`src/rtl/bus_master_port_pkg.sv`:
```
// Shared bus constants: master FSM encoding and the slave-select frame format.
// The arbiter imports the same package so both ends agree on the frame layout.
package bus_master_port_pkg;

    typedef enum logic [2:0] {
        ST_IDLE    = 3'd0,
        ST_REQ     = 3'd1,
        ST_ADDR    = 3'd2,
        ST_WRITE   = 3'd3,
        ST_READ    = 3'd4,
        ST_RELEASE = 3'd5
    } bus_state_e;

    localparam int   SLAVE_ID_W = 2;
    localparam int   FRAME_LEN  = 3;
    localparam logic START_BIT  = 1'b1;

    // Frame bits leave LSB first: start bit, then id[0], then id[1].
    function automatic logic [FRAME_LEN-1:0] slave_frame(input logic [SLAVE_ID_W-1:0] id);
        return {id[1], id[0], START_BIT};
    endfunction

endpackage

```
`src/rtl/bus_master_port_if.sv`:
```
// Core-side command and system-bus signals of one master port.
interface bus_master_port_if #(
    parameter int DATA_WIDTH = 8
) ();
    import bus_master_port_pkg::*;

    logic                  start;
    logic                  rw;
    logic [SLAVE_ID_W-1:0] slave_id;
    logic [DATA_WIDTH-1:0] wdata_in;
    logic                  request;
    logic                  grant;
    logic                  slave_select;
    logic                  mode;
    logic                  wdata;
    logic                  wvalid;
    logic                  rdata;
    logic                  rvalid;
    logic [DATA_WIDTH-1:0] rdata_out;
    logic                  done;
    logic                  err;
    logic                  busy;

    modport master (
        input  start, rw, slave_id, wdata_in, grant, rdata, rvalid,
        output request, slave_select, mode, wdata, wvalid, rdata_out, done, err, busy
    );

    modport slave (
        output start, rw, slave_id, wdata_in, grant, rdata, rvalid,
        input  request, slave_select, mode, wdata, wvalid, rdata_out, done, err, busy
    );

endinterface

```
`src/rtl/bus_shift_reg.sv`:
```
// Word shift register shared by both transfer directions: parallel load,
// right shift with serial input at the MSB, and a count of shifts since load.
module bus_shift_reg #(
    parameter int DATA_WIDTH = 8,
    parameter int CNT_W      = 5
) (
    input  logic                  clk,
    input  logic                  reset,
    input  logic                  load_i,
    input  logic [DATA_WIDTH-1:0] load_data_i,
    input  logic                  shift_i,
    input  logic                  sin_i,
    output logic [DATA_WIDTH-1:0] data_o,
    output logic [CNT_W-1:0]      count_o
);

    logic [DATA_WIDTH-1:0] data_q, data_d;
    logic [CNT_W-1:0]      count_q, count_d;

    always_comb begin
        data_d  = data_q;
        count_d = count_q;
        if (load_i) begin
            data_d  = load_data_i;
            count_d = '0;
        end else if (shift_i) begin
            data_d  = {sin_i, data_q[DATA_WIDTH-1:1]};
            count_d = count_q + CNT_W'(1);
        end
    end

    // NOTE: the data word is reset as well; it is only DATA_WIDTH flops and
    // keeps unknowns off wdata and rdata_out after power-up.
    always_ff @(posedge clk or posedge reset) begin
        if (reset) begin
            data_q  <= '0;
            count_q <= '0;
        end else begin
            // NOTE: non-blocking assignments so every flop samples pre-edge values.
            data_q  <= data_d;
            count_q <= count_d;
        end
    end

    assign data_o  = data_q;
    assign count_o = count_q;

endmodule

```
`src/rtl/bus_master_port.sv`:
```
// Master-side bus initiator: requests the bus, sends the slave-select frame,
// then moves one word serially to or from the selected slave.
module bus_master_port
    import bus_master_port_pkg::*;
#(
    parameter int DATA_WIDTH = 8,
    parameter int TIMEOUT    = 16,
    parameter int CNT_W      = 5
) (
    input  logic              clk,
    input  logic              reset,
    bus_master_port_if.master bus
);

    localparam logic [CNT_W-1:0] TO_LAST   = CNT_W'(TIMEOUT - 1);
    localparam logic [CNT_W-1:0] ADDR_LAST = CNT_W'(FRAME_LEN - 1);
    localparam logic [CNT_W-1:0] DW_LAST   = CNT_W'(DATA_WIDTH - 1);
    localparam logic [CNT_W-1:0] DW_FULL   = CNT_W'(DATA_WIDTH);

    bus_state_e            state_q, state_d;
    logic [CNT_W-1:0]      cnt_q, cnt_d;
    logic                  rw_q, rw_d;
    logic [SLAVE_ID_W-1:0] id_q, id_d;
    logic [FRAME_LEN-1:0]  addr_sh_q, addr_sh_d;
    logic                  request_q, request_d;
    logic                  busy_q, busy_d;
    logic                  slave_select_q, slave_select_d;
    logic                  mode_q, mode_d;
    logic                  wvalid_q, wvalid_d;
    logic                  wdata_q, wdata_d;
    logic [DATA_WIDTH-1:0] rdata_out_q, rdata_out_d;
    logic                  done_q, done_d;
    logic                  err_q, err_d;

    logic                  fin_ok, fin_err;
    logic [FRAME_LEN-1:0]  frame;
    logic                  sr_load, sr_shift, sr_sin;
    logic [DATA_WIDTH-1:0] sr_data;
    logic [CNT_W-1:0]      sr_count;

    bus_shift_reg #(
        .DATA_WIDTH (DATA_WIDTH),
        .CNT_W      (CNT_W)
    ) u_shift (
        .clk         (clk),
        .reset       (reset),
        .load_i      (sr_load),
        .load_data_i (bus.wdata_in),
        .shift_i     (sr_shift),
        .sin_i       (sr_sin),
        .data_o      (sr_data),
        .count_o     (sr_count)
    );

    // Outputs are computed one cycle ahead and registered; the done/err cycle
    // coincides with RELEASE, so request is already low there while busy is
    // still high, and busy drops on the way back to IDLE.
    always_comb begin
        // NOTE: every combinational output is defaulted first, so no path can infer a latch.
        state_d        = state_q;
        cnt_d          = cnt_q;
        rw_d           = rw_q;
        id_d           = id_q;
        addr_sh_d      = addr_sh_q;
        request_d      = request_q;
        busy_d         = busy_q;
        slave_select_d = 1'b0;
        mode_d         = 1'b0;
        wvalid_d       = 1'b0;
        wdata_d        = 1'b0;
        rdata_out_d    = rdata_out_q;
        done_d         = 1'b0;
        err_d          = 1'b0;
        fin_ok         = 1'b0;
        fin_err        = 1'b0;
        sr_load        = 1'b0;
        sr_shift       = 1'b0;
        sr_sin         = 1'b0;
        frame          = slave_frame(id_q);

        unique case (state_q)
            ST_IDLE: begin
                if (bus.start) begin
                    rw_d      = bus.rw;
                    id_d      = bus.slave_id;
                    sr_load   = 1'b1;
                    cnt_d     = '0;
                    request_d = 1'b1;
                    busy_d    = 1'b1;
                    state_d   = ST_REQ;
                end
            end
            ST_REQ: begin
                if (bus.grant) begin
                    cnt_d          = '0;
                    slave_select_d = frame[0];
                    addr_sh_d      = frame >> 1;
                    state_d        = ST_ADDR;
                end else if (cnt_q == TO_LAST) begin
                    fin_err = 1'b1;
                end else begin
                    cnt_d = cnt_q + CNT_W'(1);
                end
            end
            ST_ADDR: begin
                if (!bus.grant) begin
                    fin_err = 1'b1;
                end else if (cnt_q == ADDR_LAST) begin
                    cnt_d = '0;
                    if (rw_q) begin
                        mode_d   = 1'b1;
                        wvalid_d = 1'b1;
                        wdata_d  = sr_data[0];
                        sr_shift = 1'b1;
                        state_d  = ST_WRITE;
                    end else begin
                        state_d  = ST_READ;
                    end
                end else begin
                    cnt_d          = cnt_q + CNT_W'(1);
                    slave_select_d = addr_sh_q[0];
                    addr_sh_d      = addr_sh_q >> 1;
                end
            end
            ST_WRITE: begin
                if (!bus.grant) begin
                    fin_err = 1'b1;
                end else if (sr_count == DW_FULL) begin
                    fin_ok = 1'b1;
                end else begin
                    mode_d   = 1'b1;
                    wvalid_d = 1'b1;
                    wdata_d  = sr_data[0];
                    sr_shift = 1'b1;
                end
            end
            ST_READ: begin
                if (!bus.grant) begin
                    fin_err = 1'b1;
                end else if (bus.rvalid) begin
                    sr_shift = 1'b1;
                    sr_sin   = bus.rdata;
                    if (sr_count == DW_LAST) begin
                        rdata_out_d = {bus.rdata, sr_data[DATA_WIDTH-1:1]};
                        fin_ok      = 1'b1;
                    end
                end else if (sr_count == '0) begin
                    // The first-bit timeout only applies before any bit arrived.
                    if (cnt_q == TO_LAST) begin
                        fin_err = 1'b1;
                    end else begin
                        cnt_d = cnt_q + CNT_W'(1);
                    end
                end
            end
            ST_RELEASE: begin
                request_d = 1'b0;
                busy_d    = 1'b0;
                state_d   = ST_IDLE;
            end
            default: begin
                request_d = 1'b0;
                busy_d    = 1'b0;
                state_d   = ST_IDLE;
            end
        endcase

        if (fin_ok || fin_err) begin
            done_d    = fin_ok;
            err_d     = fin_err;
            request_d = 1'b0;
            state_d   = ST_RELEASE;
        end
    end

    always_ff @(posedge clk or posedge reset) begin
        if (reset) begin
            state_q        <= ST_IDLE;
            cnt_q          <= '0;
            rw_q           <= 1'b0;
            id_q           <= '0;
            addr_sh_q      <= '0;
            request_q      <= 1'b0;
            busy_q         <= 1'b0;
            slave_select_q <= 1'b0;
            mode_q         <= 1'b0;
            wvalid_q       <= 1'b0;
            wdata_q        <= 1'b0;
            rdata_out_q    <= '0;
            done_q         <= 1'b0;
            err_q          <= 1'b0;
        end else begin
            state_q        <= state_d;
            cnt_q          <= cnt_d;
            rw_q           <= rw_d;
            id_q           <= id_d;
            addr_sh_q      <= addr_sh_d;
            request_q      <= request_d;
            busy_q         <= busy_d;
            slave_select_q <= slave_select_d;
            mode_q         <= mode_d;
            wvalid_q       <= wvalid_d;
            wdata_q        <= wdata_d;
            rdata_out_q    <= rdata_out_d;
            done_q         <= done_d;
            err_q          <= err_d;
        end
    end

    assign bus.request      = request_q;
    assign bus.busy         = busy_q;
    assign bus.slave_select = slave_select_q;
    assign bus.mode         = mode_q;
    assign bus.wvalid       = wvalid_q;
    assign bus.wdata        = wdata_q;
    assign bus.rdata_out    = rdata_out_q;
    assign bus.done         = done_q;
    assign bus.err          = err_q;

endmodule

```
`src/flat_wrapper.sv`:
```
// flat-port wrapper written by rule: the top's interface ports become plain ports
module bus_master_port_flat import bus_master_port_pkg::*;
#(
    parameter int DATA_WIDTH = 8,
    parameter int TIMEOUT    = 16,
    parameter int CNT_W      = 5
)
  (clk, reset, bus_start, bus_rw, bus_slave_id, bus_wdata_in, bus_grant, bus_rdata, bus_rvalid, bus_request, bus_slave_select, bus_mode, bus_wdata, bus_wvalid, bus_rdata_out, bus_done, bus_err, bus_busy);
  bus_master_port_if #(.DATA_WIDTH(DATA_WIDTH)) bus_i ();
  input  logic clk;
  input  logic reset;
  input wire logic [$bits(bus_i.start)-1:0] bus_start;
  input wire logic [$bits(bus_i.rw)-1:0] bus_rw;
  input wire logic [$bits(bus_i.slave_id)-1:0] bus_slave_id;
  input wire logic [$bits(bus_i.wdata_in)-1:0] bus_wdata_in;
  input wire logic [$bits(bus_i.grant)-1:0] bus_grant;
  input wire logic [$bits(bus_i.rdata)-1:0] bus_rdata;
  input wire logic [$bits(bus_i.rvalid)-1:0] bus_rvalid;
  output wire logic [$bits(bus_i.request)-1:0] bus_request;
  output wire logic [$bits(bus_i.slave_select)-1:0] bus_slave_select;
  output wire logic [$bits(bus_i.mode)-1:0] bus_mode;
  output wire logic [$bits(bus_i.wdata)-1:0] bus_wdata;
  output wire logic [$bits(bus_i.wvalid)-1:0] bus_wvalid;
  output wire logic [$bits(bus_i.rdata_out)-1:0] bus_rdata_out;
  output wire logic [$bits(bus_i.done)-1:0] bus_done;
  output wire logic [$bits(bus_i.err)-1:0] bus_err;
  output wire logic [$bits(bus_i.busy)-1:0] bus_busy;
  assign bus_i.start = bus_start;
  assign bus_i.rw = bus_rw;
  assign bus_i.slave_id = bus_slave_id;
  assign bus_i.wdata_in = bus_wdata_in;
  assign bus_i.grant = bus_grant;
  assign bus_i.rdata = bus_rdata;
  assign bus_i.rvalid = bus_rvalid;
  assign bus_request = bus_i.request;
  assign bus_slave_select = bus_i.slave_select;
  assign bus_mode = bus_i.mode;
  assign bus_wdata = bus_i.wdata;
  assign bus_wvalid = bus_i.wvalid;
  assign bus_rdata_out = bus_i.rdata_out;
  assign bus_done = bus_i.done;
  assign bus_err = bus_i.err;
  assign bus_busy = bus_i.busy;
  bus_master_port #(.DATA_WIDTH(DATA_WIDTH), .TIMEOUT(TIMEOUT), .CNT_W(CNT_W)) u_core (.clk(clk), .reset(reset), .bus(bus_i));
endmodule
```
`config.mk`:
```
export PLATFORM = sky130hd
export DESIGN_NAME = bus_master_port_flat
export DESIGN_NICKNAME = d
export VERILOG_FILES = /design/src/rtl/bus_master_port_pkg.sv /design/src/rtl/bus_master_port_if.sv /design/src/rtl/bus_shift_reg.sv /design/src/rtl/bus_master_port.sv /design/src/flat_wrapper.sv
export SDC_FILE = /design/constraint.sdc
export NUM_CORES = 1
export LEC_CHECK = 0
export CAP_MARGIN = 40
export CORE_MARGIN = 4
export CORE_UTILIZATION = 48
export DETAILED_ROUTE_END_ITERATION = 10
export PLACE_DENSITY = 0.8
export SLEW_MARGIN = 40
export SYNTH_ARGS = -nofsm -noshare
export SYNTH_HDL_FRONTEND = slang
export SYNTH_SLANG_ARGS = --single-unit
```
`constraint.sdc`:
```
create_clock -name clk -period 3.45 [get_ports clk]
set_input_delay 0.345 -clock clk [delete_from_list [all_inputs] [get_ports clk]]
set_output_delay 0.345 -clock clk [all_outputs]
set_load 0.005 [all_outputs]
```
==> results of run 1 <==
[cells by family (layout without fill, tap and decap cells)]
family	after synthesis	in the layout	share of synthesized area, %
xor gates and xnor gates	2	2	0.7902
buffers and inverters	31	62	6.095
and+or+nand+nor	72	72	19.36
muxes	15	15	7.393
AOI/OAI and AO/OA	48	48	16.70
adders and majority gates	6	6	3.386
DFF	41	41	46.28
[Yosys cell counts (all sizes together) (5+ instances only)]
cell type / count / area, um2
nor3: 7 / 35.03
ha: 6 / 75.07
a211oi: 5 / 37.54
buf: 8 / 48.80
a21oi: 6 / 33.78
nor2: 6 / 22.52
o21ai: 6 / 30.03
o221ai: 7 / 61.31
nand2: 24 / 92.59
dfrtp: 41 / 1026
inv: 19 / 71.32
mux2: 11 / 123.9
nand3: 5 / 25.02
[sequential cells by signal, summed over array words and instances (netlist names)]
name and count:
u_core.bus.rdata_out 8, u_core.u_shift.data_o 8, u_core.cnt_q 5, u_core.u_shift.count_o 5, u_core.state_q 3, u_core.addr_sh_q 2, u_core.id_q 2, u_core.bus.busy 1
u_core.bus.done 1, u_core.bus.err 1, u_core.bus.mode 1, u_core.bus.request 1, u_core.bus.slave_select 1, u_core.bus.wdata 1, u_core.rw_q 1
[layer usage]
layer / up-vias / wire length [um]
li1: 843 / -
met1: 786 / 2180
met2: 40 / 2101
met3: 11 / 184
met4: 0 / 110
met5: - / 0
[worst max path at each step]
stage | end | slack, ns | cells past startpoint
floorplan | u_core.state_q[0]$_DFFE_PP0P_ | 1.60 | 7
global placement | u_core.cnt_q[4]$_DFFE_PP0P_ | 1.16 | 5
global route | u_core.u_shift.data_o[3]$_DFFE_PP0P_ | 1.04 | 4
detailed placement | u_core.state_q[0]$_DFFE_PP0P_ | 1.06 | 5
CTS | u_core.u_shift.data_o[3]$_DFFE_PP0P_ | 1.28 | 4
finish | u_core.u_shift.data_o[1]$_DFFE_PP0P_ | 1.25 | 4
[final cells by class]
cell class,instances,area [um2],share of cell area (%)
clock buffers,7,96.34,3.618
repair buffers,34,335.3,12.59
inverters,20,75.07,2.820
flip-flops and latches,41,1026,38.53
clock inverters,1,8.758,0.3289
well taps,52,65.06,2.444
multi-input cells,143,1056,39.66
[stage by stage]
step / util (%) / power, mW
2_1_floorplan: - / 1.278
3_3_place_gp: 57.94 / 1.434
3_5_place_dp: 57.94 / 1.449
4_1_cts: 60.32 / 1.809
5_1_grt: 60.32 / 1.958
6_report: 60.32 / 1.799
[report_power, final]
part / total, mW / switching [mW] / internal [mW]
Clock: 0.352 / 0.167 / 0.185
Combinational: 0.656 / 0.332 / 0.324
Sequential: 0.791 / 0.167 / 0.624
Total: 1.80 / 0.667 / 1.13
==> flow_summary.yaml, run 1 <==
outcome:
  status: "finished, final reports clean"
critical_path:
  crit_path_max_fanout: 24
  path_class: "reg2reg"
  critPathBufInv: 0
  crit_slowest_cell: "dfrtp_1"
  end_kind: "flop"
  crit-reg2reg-launch: "u_core.state_q[1]$_DFFE_PP0P_"
  rr_worst_depth: 4
  cp_cell_sequence: "and4bb_2 > and2_0 > a21oi_1 > o221ai_1"
  r2r-end: "u_core.u_shift.data_o[1]$_DFFE_PP0P_"
  r2r_setup_slack_ns: 1.25
  crit_family: "flip-flops"
  start_kind: "flop"
  critical_path_required_ns: 3.60
  cp.arrival_ns: 2.35
  cp_slowest_stage_delay_ns: 0.74
  startpoint: "u_core.state_q[1]$_DFFE_PP0P_"
logic_synthesis:
  synth-seq-area-share_pct: 46.28
  synth_fp_nets: 238
  avgSynthCellArea_um2: 10.31
  synth_seq_cells: 41
  synth_edf_count: 0
  synth_ff_type: "dfrtp_1"
  syn_area_um2: 2217
  yosys_warnings: 0
  synthArstFlopShare_pct: 100.0
  syn_inst: 215
  yosys.cell_types.count: 57
placement:
  place.gp.congestion: 0.8736
  dpl.cell_count: 290
  placement.io_buffers: 32
  post_dp_cell_area_um2: 2557
  post-dp-hpwl_um: 3234
  place_ws_ns: 1.064
detailed_routing:
  drcViolationCount: 0
  first_iter_violations: 68
  drt-pass1-iter-count: 4
  drt_wl_total_um: 4575
  dr_total_vias: 1680
  ant_nets: 0
  via_per_inst: 5.638
  routedWlPerCell_um: 15.35
sta:
  post-route-min-period_ns: 2.196
  finalMaxSlewViolations: 0
  rsz0062_at_grt: "false"
  finalClockSkew_ns: 0.005409
  tightest_slew_ns: 0.6124
  slew_headroom_pct: 59.18
  hold_viol_final: 0
  setup_slack_ns: 1.254
  max_freq_ghz: 0.4554
  fin_hold_ws_ns: 0.3586
  finalSetupViolations: 0
  setup_tns_ns: 0
  finalCritPeriodShare_pct: 63.65
floorplan:
  die_h_um: 75.97
  die_x_um: 75.97
  pin_count: 33
  coreArea_um2: 4414
  start_util_pct: 50.23
  rows: 24
  die_area_um2: 5771
grt:
  top_usage_layer: "met2"
  grt_max_degree: 25
  grt_pass1_wl_um: 8211
  antenna_found_initial: 0
  gr-usage-met1_pct: 24.33
  gr-total-overflow: 0
  track_usage_pct: 17.30
  met2_usage_pct: 25.94
  use_met3_pct: 3.673
  grt_pass1_vias: 1720
power:
  p_leak_nw: 1.153
  ir_drop_uv: 503.2
  power.density_nw_per_um2: 675.8
clocking:
  clockBufferDepth: 2
  htree_levels: 2
  ctsRootBufferMaster: "clkbuf_8"
  post_cts_buffers: 0
  clock_latency_ns: 0.29
  cts_resized: 0
  cts_hold_buf: 0
  clock_sinks: 41
  cts.clk_slew.worst_paths_ns: 0.08
  numCtsBuffers: 5
  cts_tree: "built"
flow_run:
  cap_violations: 0
cells_and_area:
  mostFrequentLayoutCell: "dfrtp_1"
  fillers: 376
  nets: 268
  drive_above_1_share_pct: 13.01
  layout.cells.non_filler: 298
  most-common-layout-cells: "41 x dfrtp_1, 32 x clkdlybuf4s50_1, 23 x nand2_1"
  syn_to_final_growth_pct: 20.09
  diodes: 0
  final_area_um2: 2663
worst_hold_path:
  hp-class: "in2async"
No activity file was read; power rests on OpenSTA's default activity.
==> run 2: changes to the inputs <==
- clock period: 3.45 -> 2.2 ns (I/O delays scaled with it)
==> run 2 against run 1 <==
Worst hold slack lost 0.0074 ns. Combinational power is 75% higher. Setup slack got worse by 1.0 ns. Via count up 3.6%. Critical path type unchanged. Flip-flop and latch count stayed put. Global-route usage is 0.24 points lower. Register-to-register slack got worse by 1.0 ns.
==> flow_summary.yaml, run 2 (synthesis results as in run 1) <==
floorplan:
  rows: 24
  die_h_um: 75.97
  start_util_pct: 50.23
  coreArea_um2: 4414
  die_area_um2: 5771
  pin_count: 33
  die_x_um: 75.97
sta:
  slew_headroom_pct: 64.69
  finalMaxSlewViolations: 0
  finalClockSkew_ns: 0.01034
  finalSetupViolations: 0
  finalCritPeriodShare_pct: 90.29
  tightest_slew_ns: 0.5225
  rsz0062_at_grt: "false"
  setup_tns_ns: 0
  post-route-min-period_ns: 1.986
  hold_viol_final: 0
  max_freq_ghz: 0.5034
  setup_slack_ns: 0.2137
clocking:
  cts_resized: 0
  numCtsBuffers: 5
  htree_levels: 2
  cts.clk_slew.worst_paths_ns: 0.08
  ctsRootBufferMaster: "clkbuf_8"
  clock_sinks: 41
  clock_latency_ns: 0.29
  cts_hold_buf: 0
  post_cts_buffers: 0
  cts_tree: "built"
  clockBufferDepth: 2
detailed_routing:
  routedWlPerCell_um: 14.94
  dr_total_vias: 1740
  via_per_inst: 5.668
  drt_wl_total_um: 4588
  drt-pass1-iter-count: 4
  ant_nets: 0
  drcViolationCount: 0
  first_iter_violations: 69
worst_hold_path:
  hp-class: "in2async"
critical_path:
  crit_slowest_cell: "dfrtp_1"
  critical_path_required_ns: 2.37
  start_kind: "flop"
  cp_cell_sequence: "ha_1 > and3_1 > ha_1 > a21oi_1 > nor3_1 > o21bai_1 > or3_1"
  end_kind: "flop"
  cp.arrival_ns: 2.16
  rr_worst_depth: 7
  crit-reg2reg-launch: "u_core.cnt_q[1]$_DFFE_PP0P_"
  crit_path_max_fanout: 4
  path_class: "reg2reg"
  critPathBufInv: 0
  r2r-end: "u_core.state_q[0]$_DFFE_PP0P_"
  crit_family: "simple AND/OR/NAND/NOR gates"
  cp_slowest_stage_delay_ns: 0.41
  r2r_setup_slack_ns: 0.21
  crit_top_cell: "ha_1"
cells_and_area:
  drive_above_1_share_pct: 15.69
  final_area_um2: 2730
  syn_to_final_growth_pct: 23.14
  most-common-layout-cells: "41 x dfrtp_1, 32 x clkdlybuf4s50_1, 23 x nand2_1"
  mostFrequentLayoutCell: "dfrtp_1"
  regArea_um2: 1026
  fillers: 354
  multi_input_area_um2: 1056
  layout.cells.non_filler: 307
  diodes: 0
  nets: 277
outcome:
  status: "finished, final reports clean"
placement:
  post_dp_cell_area_um2: 2625
  dpl.cell_count: 299
  place_ws_ns: 0.1329
  post-dp-hpwl_um: 3251
  placement.io_buffers: 32
  place.gp.congestion: 0.8607
power:
  ir_drop_uv: 585.5
  p_leak_nw: 1.199
  power.density_nw_per_um2: 1062
  power.total_mw: 2.898
grt:
  track_usage_pct: 17.06
  gr-total-overflow: 0
  grt_pass1_wl_um: 8217
  grt_max_degree: 42
  grt_pass1_vias: 1777
  antenna_found_initial: 0
flow_run:
  cap_violations: 0
==> run 2: cell count changes in the layout (fill, tap and decap cells not counted) <==
cell	before	now
inv_1	18	19
inv_2	1	0
buf_4	2	11
==> run 2: layout make-up <==
type / instances / share of cell area [%]
clock buffers: 7 / 3.529
clock inverters: 1 / 0.3208
inverters: 20 / 2.750
multi-input cells: 143 / 38.68
flip-flops and latches: 41 / 37.58
well taps: 52 / 2.383
repair buffers: 43 / 14.76
==> run 2: worst max-delay path by stage <==
| stage | startpoint | to | slack (ns) | cells after the start |
|---|---|---|---|---|
| 2_1_floorplan | u_core.cnt_q[1]$_DFFE_PP0P_ | u_core.state_q[0]$_DFFE_PP0P_ | 0.35 | 7 |
| 3_3_place_gp | u_core.cnt_q[0]$_DFFE_PP0P_ | u_core.state_q[0]$_DFFE_PP0P_ | 0.25 | 7 |
| 3_5_place_dp | bus_rvalid | u_core.u_shift.data_o[3]$_DFFE_PP0P_ | 0.13 | 5 |
| 4_1_cts | u_core.cnt_q[1]$_DFFE_PP0P_ | u_core.state_q[2]$_DFFE_PP0P_ | 0.21 | 7 |
| 5_1_grt | u_core.state_q[1]$_DFFE_PP0P_ | u_core.u_shift.data_o[3]$_DFFE_PP0P_ | 0.04 | 4 |
| 6_report | u_core.cnt_q[1]$_DFFE_PP0P_ | u_core.state_q[0]$_DFFE_PP0P_ | 0.21 | 7 |
==> run 2: metrics by stage <==
step           hold slack [ns]  util (%)
4_1_cts                 0.3729     61.85
6_report                0.3512     61.85
3_3_place_gp            0.4620     59.47
3_5_place_dp            0.4626     59.47
5_1_grt                 0.4286     61.85
2_1_floorplan           0.3254         -
==> run 2: layer usage <==
layer / wire [um] / up-vias / GRT usage (%)
li1: - / 859 / -
met1: 2160 / 840 / 22.94
met2: 2228 / 34 / 27.31
met3: 137 / 7 / 3.436
met4: 61 / 0 / 5.872
met5: 0 / - / 0
==> run 2: worst reg2reg max path, cell delays in order (launching register included) <==
cell,delay [ns]
dfrtp_1,0.41
ha_1,0.21
and3_1,0.21
ha_1,0.23
a21oi_1,0.16
nor3_1,0.06
o21bai_1,0.20
or3_1,0.39
==> run 2: report_power, final <==
| group | switching (mW) | internal (mW) | total, mW |
|---|---|---|---|
| Sequential | 0.213 | 0.980 | 1.19 |
| Clock | 0.265 | 0.290 | 0.555 |
| Combinational | 0.590 | 0.560 | 1.15 |
| Total | 1.07 | 1.83 | 2.90 |
